$ cat src/rtl/cache_config_pkg.sv
// Shared cache geometry, trace command codes and the decoded request payload
// passed from the request frontend to the MESI cache controller.
package cache_config_pkg;

    localparam int unsigned TAG_BITS          = 12;
    localparam int unsigned INDEX_BITS        = 14;
    localparam int unsigned BLOCK_OFFSET_BITS = 6;
    localparam int unsigned CMD_BITS          = 4;
    localparam int unsigned STAT_BITS         = 32;

    typedef enum logic [CMD_BITS-1:0] {
        CMD_RD          = 4'd0,
        CMD_WR          = 4'd1,
        CMD_IFETCH      = 4'd2,
        CMD_SNOOP_INVAL = 4'd3,
        CMD_SNOOP_RD    = 4'd4,
        CMD_SNOOP_WR    = 4'd5,
        CMD_SNOOP_RWIM  = 4'd6,
        CMD_CLEAR       = 4'd8,
        CMD_PRINT       = 4'd9
    } trace_cmd_e;

    typedef struct packed {
        logic [CMD_BITS-1:0]          cmd;
        logic [TAG_BITS-1:0]          tag;
        logic [INDEX_BITS-1:0]        index;
        logic [BLOCK_OFFSET_BITS-1:0] offset;
        logic                         is_snoop;
        logic                         is_ctrl;
    } cache_req_t;

    // Codes 7 and 10-15 have no meaning in the trace format
    function automatic logic is_legal_cmd(input logic [CMD_BITS-1:0] cmd);
        return (cmd <= 4'(CMD_SNOOP_RWIM)) || (cmd == 4'(CMD_CLEAR)) || (cmd == 4'(CMD_PRINT));
    endfunction

    function automatic logic [STAT_BITS-1:0] sat_inc(input logic [STAT_BITS-1:0] v);
        return (v == '1) ? v : v + STAT_BITS'(1);
    endfunction

endpackage

$ cat src/rtl/sync_fifo.sv
// Synchronous FIFO of decoded cache requests; pointers carry an extra wrap bit
// so full and empty are distinguishable without a separate counter.
module sync_fifo
    import cache_config_pkg::*;
#(
    parameter int unsigned DEPTH = 4
) (
    input  logic                   clk,
    input  logic                   rst,
    input  logic                   i_push,
    input  logic                   i_pop,
    input  cache_req_t             i_data,
    output cache_req_t             o_data,
    output logic [$clog2(DEPTH):0] o_count,
    output logic                   o_full,
    output logic                   o_empty
);

    localparam int unsigned AW = $clog2(DEPTH);

    logic [AW:0] r_wr_ptr;
    logic [AW:0] r_rd_ptr;
    cache_req_t  r_mem [DEPTH];
    logic        w_push;
    logic        w_pop;

    assign w_push  = i_push && !o_full;
    assign w_pop   = i_pop && !o_empty;
    assign o_empty = (r_wr_ptr == r_rd_ptr);
    assign o_full  = (r_wr_ptr[AW-1:0] == r_rd_ptr[AW-1:0]) && (r_wr_ptr[AW] != r_rd_ptr[AW]);
    assign o_count = r_wr_ptr - r_rd_ptr;
    assign o_data  = r_mem[r_rd_ptr[AW-1:0]];

    always_ff @(posedge clk) begin
        if (rst) begin
            r_wr_ptr <= '0;
            r_rd_ptr <= '0;
        end else begin
            if (w_push) r_wr_ptr <= r_wr_ptr + (AW+1)'(1);
            if (w_pop)  r_rd_ptr <= r_rd_ptr + (AW+1)'(1);
        end
    end

    // Storage is not reset; the consumer masks the head while empty
    always_ff @(posedge clk) begin
        if (w_push) r_mem[r_wr_ptr[AW-1:0]] <= i_data;
    end

endmodule

$ cat src/rtl/cache_req_frontend.sv
// Trace command frontend: validates, decodes and queues requests for the cache controller.
// Optional per-class request counters are built when CACHE_REQ_STATS_EN is defined.
module cache_req_frontend
    import cache_config_pkg::*;
#(
    parameter int unsigned DEPTH     = 4,
    parameter int unsigned ADDR_BITS = 32
) (
    input  logic                         clk,
    input  logic                         rst,
    input  logic                         in_valid,
    output logic                         in_ready,
    input  logic [CMD_BITS-1:0]          in_cmd,
    input  logic [ADDR_BITS-1:0]         in_addr,
    output logic                         out_valid,
    input  logic                         out_ready,
    output logic [CMD_BITS-1:0]          out_cmd,
    output logic [TAG_BITS-1:0]          out_tag,
    output logic [INDEX_BITS-1:0]        out_index,
    output logic [BLOCK_OFFSET_BITS-1:0] out_offset,
    output logic                         out_is_snoop,
    output logic                         out_is_ctrl,
    output logic                         err_pulse,
    output logic [$clog2(DEPTH):0]       count
`ifdef CACHE_REQ_STATS_EN
    ,
    output logic [STAT_BITS-1:0]         stat_cpu_rd,
    output logic [STAT_BITS-1:0]         stat_cpu_wr,
    output logic [STAT_BITS-1:0]         stat_snoop,
    output logic [STAT_BITS-1:0]         stat_illegal
`endif
);

    logic       w_xfer;
    logic       w_legal;
    logic       w_is_print;
    logic       w_full;
    logic       w_empty;
    logic       w_pop;
    cache_req_t w_enq;
    cache_req_t w_head;
    cache_req_t w_out;
    logic       r_err;

    assign w_xfer     = in_valid && in_ready;
    assign w_legal    = is_legal_cmd(in_cmd);
    assign w_is_print = (in_cmd == 4'(CMD_PRINT));

    // Decode at enqueue so the head entry is ready the cycle after accept
    always_comb begin
        w_enq          = '0;
        w_enq.cmd      = in_cmd;
        w_enq.is_snoop = (in_cmd >= 4'(CMD_SNOOP_INVAL)) && (in_cmd <= 4'(CMD_SNOOP_RWIM));
        w_enq.is_ctrl  = (in_cmd == 4'(CMD_CLEAR)) || w_is_print;
        if (!w_is_print) begin
            w_enq.tag    = in_addr[ADDR_BITS-1 -: TAG_BITS];
            w_enq.index  = in_addr[BLOCK_OFFSET_BITS +: INDEX_BITS];
            w_enq.offset = in_addr[BLOCK_OFFSET_BITS-1:0];
        end
    end

    sync_fifo #(
        .DEPTH (DEPTH)
    ) u_fifo (
        .clk     (clk),
        .rst     (rst),
        .i_push  (w_xfer && w_legal),
        .i_pop   (w_pop),
        .i_data  (w_enq),
        .o_data  (w_head),
        .o_count (count),
        .o_full  (w_full),
        .o_empty (w_empty)
    );

    assign in_ready  = !w_full;
    assign out_valid = !w_empty;
    assign w_pop     = out_valid && out_ready;

    // Stale storage is never exposed while the queue is empty
    assign w_out        = out_valid ? w_head : '0;
    assign out_cmd      = w_out.cmd;
    assign out_tag      = w_out.tag;
    assign out_index    = w_out.index;
    assign out_offset   = w_out.offset;
    assign out_is_snoop = w_out.is_snoop;
    assign out_is_ctrl  = w_out.is_ctrl;
    assign err_pulse    = r_err;

    always_ff @(posedge clk) begin
        if (rst) r_err <= 1'b0;
        else     r_err <= w_xfer && !w_legal;
    end

`ifdef CACHE_REQ_STATS_EN
    logic [STAT_BITS-1:0] r_stat_cpu_rd;
    logic [STAT_BITS-1:0] r_stat_cpu_wr;
    logic [STAT_BITS-1:0] r_stat_snoop;
    logic [STAT_BITS-1:0] r_stat_illegal;

    // Counters follow accepted commands; a clear command wipes them instead of counting
    always_ff @(posedge clk) begin
        if (rst || (w_xfer && in_cmd == 4'(CMD_CLEAR))) begin
            r_stat_cpu_rd  <= '0;
            r_stat_cpu_wr  <= '0;
            r_stat_snoop   <= '0;
            r_stat_illegal <= '0;
        end else if (w_xfer) begin
            if (!w_legal)
                r_stat_illegal <= sat_inc(r_stat_illegal);
            else if (in_cmd == 4'(CMD_RD) || in_cmd == 4'(CMD_IFETCH))
                r_stat_cpu_rd <= sat_inc(r_stat_cpu_rd);
            else if (in_cmd == 4'(CMD_WR))
                r_stat_cpu_wr <= sat_inc(r_stat_cpu_wr);
            else if (w_enq.is_snoop)
                r_stat_snoop <= sat_inc(r_stat_snoop);
        end
    end

    assign stat_cpu_rd  = r_stat_cpu_rd;
    assign stat_cpu_wr  = r_stat_cpu_wr;
    assign stat_snoop   = r_stat_snoop;
    assign stat_illegal = r_stat_illegal;
`endif

endmodule

$ cat config.mk
export PLATFORM = sky130hd
export DESIGN_NAME = cache_req_frontend
export DESIGN_NICKNAME = d
export VERILOG_FILES = /design/src/rtl/cache_config_pkg.sv /design/src/rtl/sync_fifo.sv /design/src/rtl/cache_req_frontend.sv
export SDC_FILE = /design/constraint.sdc
export NUM_CORES = 1
export LEC_CHECK = 0
export ABC_AREA = 1
export CAP_MARGIN = 0
export CORE_MARGIN = 2
export CORE_UTILIZATION = 44
export DETAILED_ROUTE_END_ITERATION = 7
export PLACE_DENSITY_LB_ADDON = 0.15
export SLEW_MARGIN = 20
export SYNTH_ARGS = -nofsm -noshare
export SYNTH_HDL_FRONTEND = slang
export SYNTH_SLANG_ARGS = --single-unit
$ cat constraint.sdc
create_clock -name clk -period 4.5 [get_ports clk]
set_clock_uncertainty 0.2 [all_clocks]
set_input_delay 1.125 -clock clk [delete_from_list [all_inputs] [get_ports clk]]
set_output_delay 1.125 -clock clk [all_outputs]
set_load 0.01 [all_outputs]
Word level (Yosys, flattened, before mapping)
Memories as Yosys holds them, arrays and structs flattened. A register that Yosys moved wholly into a read port is not among the register bits.
Cells that the tools add are included.
{"block": "word_totals", "ff_bits": 7, "latch_bits": 0, "ram_bits": 152, "rom_bits": 0, "inputBits": 40, "out_inout_bits": 44, "word_cells": 34, "n_memories": 1}
{"memory": "u_fifo.r_mem", "depth": 4, "word_bits": 38, "rd": 1, "rd_clocked_by_memory_dff": 1, "write_ports": 1, "line_no": "sync_fifo.sv:23", "rtl": "cache_req_t r_mem [DEPTH];"}
{"block": "op_classes", "n_addsub": 3, "multipliers": 0, "div": 0, "n_lt_le_gt_ge": 2, "eq_ne": 5, "n_shift": 0, "n_mux": 6, "n_bitwise": 0, "n_reduce_logical": 14}
{"operator": "38-bit 2-to-1 mux", "count": 1}
{"operator": "32-bit 2-to-1 mux", "count": 1}
{"operator": "4-bit == test, second input constant", "count": 2}
{"operator": "1-bit logical AND", "count": 8}
{"operator": "3-bit by 1-bit adder with 3-bit output, second input constant", "count": 2}
{"operator": "4-bit by 2-bit greater-or-equal comparator with 1-bit output, second input constant", "count": 1}
{"operator": "4-bit by 3-bit <= comparator with 1-bit output, second input constant", "count": 1}
{"operator": "2-bit 2-to-1 mux", "count": 2}
{"operator": "3-bit == test", "count": 1}
{"operator": "1-bit zero test", "count": 3}
{"operator": "1-bit logical OR", "count": 3}
{"operator": "3-bit subtractor", "count": 1}
{"operator": "2-bit == test", "count": 1}
{"operator": "1-bit 2-to-1 mux", "count": 2}
{"operator": "1-bit != test", "count": 1}

Logic depth before layout (Yosys ltp)
{"block": "depth", "word_depth": 8, "ltp_mapped": 9}

By module
Synthesis repeated with hierarchy kept, for this count alone.
{"block": "unflattened", "cells_unflattened": 611, "area_unflattened_um2": 6910.4}
{"module": "sync_fifo", "n_inst": 1, "cells_per_inst": 443, "area_per_inst_um2": 6165.9, "seq_area_each_um2": 4724.5}
{"module": "cache_req_frontend", "n_inst": 1, "cells_per_inst": 168, "area_per_inst_um2": 744.5, "seq_area_each_um2": 20.0}

Worst setup path before layout
No wires, ideal clock.
{"block": "synth_path", "kind": "input port to flip-flop", "start": "input in_cmd[3]", "end": "memory u_fifo.r_mem[0][0] (netlist bit) (enable)", "setup_ps": 433, "t_arrival_ps": 3192, "setup_slack_ps": 674, "cell_stages": 6, "cell_sequence": "inv_1 nor2_1 nand2_1 nand2_1 nand3_2 nor2_1"}
{"block": "synth_via", "elab_chain_len": 7, "elab_cells_between_ends": 9, "classes_between": "1 x order compare; 2 x eq/ne; 2 x mux; 4 x reduce/logical"}
{"item": "start, declared", "line_no": "cache_req_frontend.sv:13", "rtl": "input logic [CMD_BITS-1:0] in_cmd,"}
{"item": "4-bit by 3-bit <= comparator with 1-bit output / 4-bit == test (equally long branches)", "line_no": "cache_config_pkg.sv:34", "rtl": "return (cmd <= 4'(CMD_SNOOP_RWIM)) || (cmd == 4'(CMD_CLEAR)) || (cmd == 4'(CMD_PRINT));"}
{"item": "1-bit logical OR", "line_no": "cache_config_pkg.sv:34"}
{"item": "1-bit logical OR (*)", "line_no": "cache_config_pkg.sv:34"}
{"item": "1-bit logical AND (*)", "line_no": "cache_req_frontend.sv:67", "rtl": ".i_push (w_xfer && w_legal),"}
{"item": "1-bit logical AND (*)", "line_no": "sync_fifo.sv:27", "rtl": "assign w_push = i_push && !o_full;"}
{"item": "1-bit 2-to-1 mux (*)", "line_no": "sync_fifo.sv:46", "rtl": "if (w_push) r_mem[r_wr_ptr[AW-1:0]] <= i_data;"}
{"item": "1-bit 2-to-1 mux (not written as such) (*)", "line_no": "sync_fifo.sv:46"}
{"item": "end, declared", "line_no": "sync_fifo.sv:23"}
Mark *: on every way between the ends. The rest lies on a longest branch, timed or not.

Worst setup path in the final report
{"block": "layout_path", "start": "register u_fifo.r_wr_ptr[0]", "end": "output out_offset[0]"}
{"block": "layout_via", "elab_chain_len": 2}
{"item": "start, declared", "line_no": "sync_fifo.sv:21", "rtl": "logic [AW:0] r_wr_ptr;"}
{"item": "start signal, assigned", "line_no": "sync_fifo.sv:39", "rtl": "if (w_push) r_wr_ptr <= r_wr_ptr + (AW+1)'(1);"}
{"item": "3-bit == test", "line_no": "sync_fifo.sv:29", "rtl": "assign o_empty = (r_wr_ptr == r_rd_ptr);"}
{"item": "38-bit 2-to-1 mux", "line_no": "cache_req_frontend.sv:81", "rtl": "assign w_out = out_valid ? w_head : '0;"}
{"item": "end, declared", "line_no": "cache_req_frontend.sv:20", "rtl": "output logic [BLOCK_OFFSET_BITS-1:0] out_offset,"}
No other way between the ends.

==> summary.md <==
| Metric | Value |
|---|---|
| FF-to-FF End | `u_fifo.r_mem[2][18]` |
| WL/cell | `approximately 16 um` |
| Worst slack, placed | `877.2 ps` |
| Layout area overhead | `23.07%` |
| Worst reg2reg path depth | `8` |
| Final wirelength | `14450 um` |
| Post-Synthesis Cell Area | `6797 sq um` |
| CTS tree | `done` |
| Largest net degree at the start of global routing | `45` |
| Number of antenna violations at the first check in global routing | `0` |
| IO Port Bufs | `slightly above 80` |
| Ys flop type | `edfxtp_1` |
| Post-CTS sizing | `0` |
| Count leader, synth | `nor2_1` |
| R2r startpoint | `u_fifo.r_wr_ptr[0]` |
| RePlAce Congestion | `0.7634` |
| CP most frequent cell | `inv_1` |
| Final hold vios | `0` |
| Crit-path cells | `inv_1 -> ha_1 -> nand2_1 -> inv_1 -> nand2_4 -> inv_2 -> buf_12 -> a21oi_1 -> clkdlybuf4s50_1` |
| Gate power share | `25.1%` |
| Synth Instances | `598` |
| Peak per-stage delay on the critical path | `~490 ps` |
| Worst-Margin Slew | `about 800 ps` |
| Setup-failing EPs final | `0` |
| Finished Core Util | `55.23%` |
| Final period util | `between 80 and 90%` |
| VDD IR max | `0.2940 mV` |
| Internal Power | `~3 mW` |
| Full die area | `around 16000 sq um` |
| Sw frac | `27.52%` |
| Fin. max-slew vios | `0` |
| Via-to-Cell Ratio | `4.995` |
| Hold wc startpoint | `u_fifo.r_wr_ptr[2]` |
| Vias in the first global route | `4438` |
| Hold_buf cts | `0` |
| CTS buffer count | `17` |
| Layout cells sized above 1 | `about a tenth` |
| Fin nets | `731` |
| Clock slew at reported path FFs | `roughly 60 ps` |
| Worst Setup SP | `u_fifo.r_wr_ptr[0]` |
| Required @ worst endpoint | `3170 ps` |
| Gr usage total | `18.54%` |
| Status | `finished, final reports clean` |
| Max Cap Violations | `0` |
| Starting Density | `between 40% and 50%` |
| Area leader, netlist | `edfxtp_1` |
| R2R Setup Slk | `2010 ps` |
| Pre-Repair DR Iteration Count | `5` |
| Clock group share of total power | `32.1%` |
| Post-CTS Setup Bufs | `0` |
| Top-area cell type share of the netlist area | `67.16%` |
| Via Count | `4401` |
| Layout fillers | `1267` |
| Total leakage power | `approximately 3.0 nW` |
| Worst-skew pair later-pin latency | `410 ps` |
| Power Density | `between 400 and 500 nW/um^2` |
| First-pass GRT wire length | `22930 um` |
| Sequential element share of the synthesized area | `~70%` |
| Core Box Area | `roughly 15000 sq um` |
| CP max stage cell | `clkdlybuf4s50_1` |
| Hold WC Path Type | `reg2reg` |
| Die extent in y | `128.3 um` |
| CTS Root Cell | `clkbuf_16` |
| Startpoint Class | `flop` |
| Hold Path Depth | `2` |
| Relative slew slack | `46.58%` |
| H-tree levels | `4` |
| Unique masters post-synth | `26` |
| Worst hold path endpoint | `u_fifo.r_wr_ptr[2]` |
| Die Wd | `roughly 130 um` |
| Final ANT Viol Nets | `0` |
| Antenna cells | `0` |
| Synth warn | `0` |
| Psw | `between 1 and 1.5 mW` |
| Worst Path Buf+Inv | `5` |
| Synth area leaders | `edfxtp_1 67%, nor2_1 11%, o21ai_0 5.2%` |
| Crit. End Element | `output pin` |
| Register bit count reported by yosys | `between 150 and 200` |
| Seq pwr share | `42.8%` |
| Io pins | `84` |
| Mean Syn Cell Area | `about 11 sq um` |
| Crit path max fanout | `23` |
| Final Critical Period | `between 4000 and 5000 ps` |
| Net Count, Synth | `646` |
| Clock Path Buffers | `2` |
| Post-synth EDFFs | `approximately 150` |
| Family with the most delay on the worst path | `buffers and inverters` |
| Async set-reset flop share out of synthesis | `0%` |
| Commonest cells in the synthesized netlist | `198 x nor2_1, 152 x edfxtp_1, 71 x o21ai_0` |
| Row cnt | `45` |
| Initial drt markers | `around 400` |
| DP Wirelength | `approximately 8600 um` |
| Critical path type | `reg2out` |
| Worst setup margin | `474.4 ps` |
| Setup TNS | `0 ps` |
| Clk sinks | `161` |
| Crit path DAT | `2700 ps` |
| RSZ-0062 raised after global routing | `false` |
| Overflow after GRT | `0` |
| DRC errors left | `0` |
| Fmax | `between 0.2 and 0.25 GHz` |
per-stage QoR:
step / power [mW] / cell area [sq um] / instances / hold slack (ps)
detailed placement: 2.806 / 7836 / 852 / 313.1
finish: 4.062 / 8364 / 881 / 320.2
CTS: 4.106 / 8364 / 881 / 320.9
global placement: 2.791 / 7836 / 852 / 304.1
floorplan: 2.339 / 6797 / 598 / 283.4
global route: 4.269 / 8364 / 881 / 348.7
sequential cells by signal, summed over array words and instances (netlist names), named ones only:
register,cells
u_fifo.r_mem,152
u_fifo.r_rd_ptr,3
u_fifo.r_wr_ptr,3
err_pulse,1
final cells by class:
type	count	area [sq um]	share of cell area, %
flip-flops and latches	161	4747	56.75
multi-input cells	352	1699	20.31
repair buffers	98	955.9	11.43
clock buffers	18	429.2	5.131
well taps	188	235.2	2.812
inverters	53	198.9	2.378
clock inverters	11	98.84	1.182
routing by layer:
layer / vias up / routed length, um / GRT usage, %
met5: - / 0 / 0
met4: 0 / 189 / 6.335
met3: 14 / 684 / 4.800
met2: 98 / 7066 / 30.54
met1: 2110 / 6506 / 23.95
li1: 2179 / - / -
worst reg2reg max path, cell delays in order (launching register included):
cell and delay, ps:
dfxtp_1 360, inv_1 110, ha_1 310, nand2_1 70, inv_1 70, nand3_1 160
nand3_2 310, nor2_4 180, buf_4 360
power by group through the flow:
stage                     combinational (mW)  sequential (mW)  clock (mW)
after global placement                  1.02             1.77           0
final                                   1.02             1.74        1.30
after CTS                               1.04             1.74        1.33
after global routing                    1.13             1.75        1.39
after floorplan                        0.596             1.74           0
after detailed placement                1.03             1.77           0
cell families (layout without fill, tap and decap cells):
kind of cell             after synthesis  in the layout  synth area share (%)
AO/OA/AOI/OAI                        120            120                 9.941
XOR/XNOR                               2              2                0.2578
adder cells (fa/ha/maj)                8              8                 1.583
buffers and inverters                 85            180                 5.744
flip-flops                           161            161                 69.81
AND/OR/NAND/NOR                      222            222                 12.67
how the worst max path moves through the flow:
stage	to	slack, ps	cells past startpoint
after floorplan	u_fifo.r_mem[0][0]	670	6
after global routing	out_offset[0]	290	9
after global placement	out_offset[0]	950	9
after detailed placement	out_offset[0]	880	9
after CTS	out_offset[0]	430	9
final	out_offset[0]	470	9
cells in the final DEF (no fill, tap or decap):
cell             netlist  layout
nand3_1                4       4
buf_12                 0       1
dfxtp_1                9       7
buf_4                  5      14
xor2_1                 1       1
nor2_4                 0       5
clkinvlp_4             0       1
clkinv_1               0       7
inv_1                 50      49
o21ai_0               71      71
nor3_1                 1       1
xnor2_1                1       1
inv_2                  3       4
nand4_1                1       1
nand2_1               14      14
nor2_1               198     193
dfxtp_2                0       2
nand3_2                1       1
clkbuf_16              0      17
a21oi_2               20      20
clkdlybuf4s50_1        0      83
nand2_2                2       2
fa_1                   1       1
clkinv_2               0       1
bufinv_16              0       2
edfxtp_1             152     152
ha_1                   7       7
nand2_4                1       1
clkbuf_1               4       1
a21oi_1               22      22
o21ai_1                7       7
Note: power is estimated with default switching activity, not from simulation.
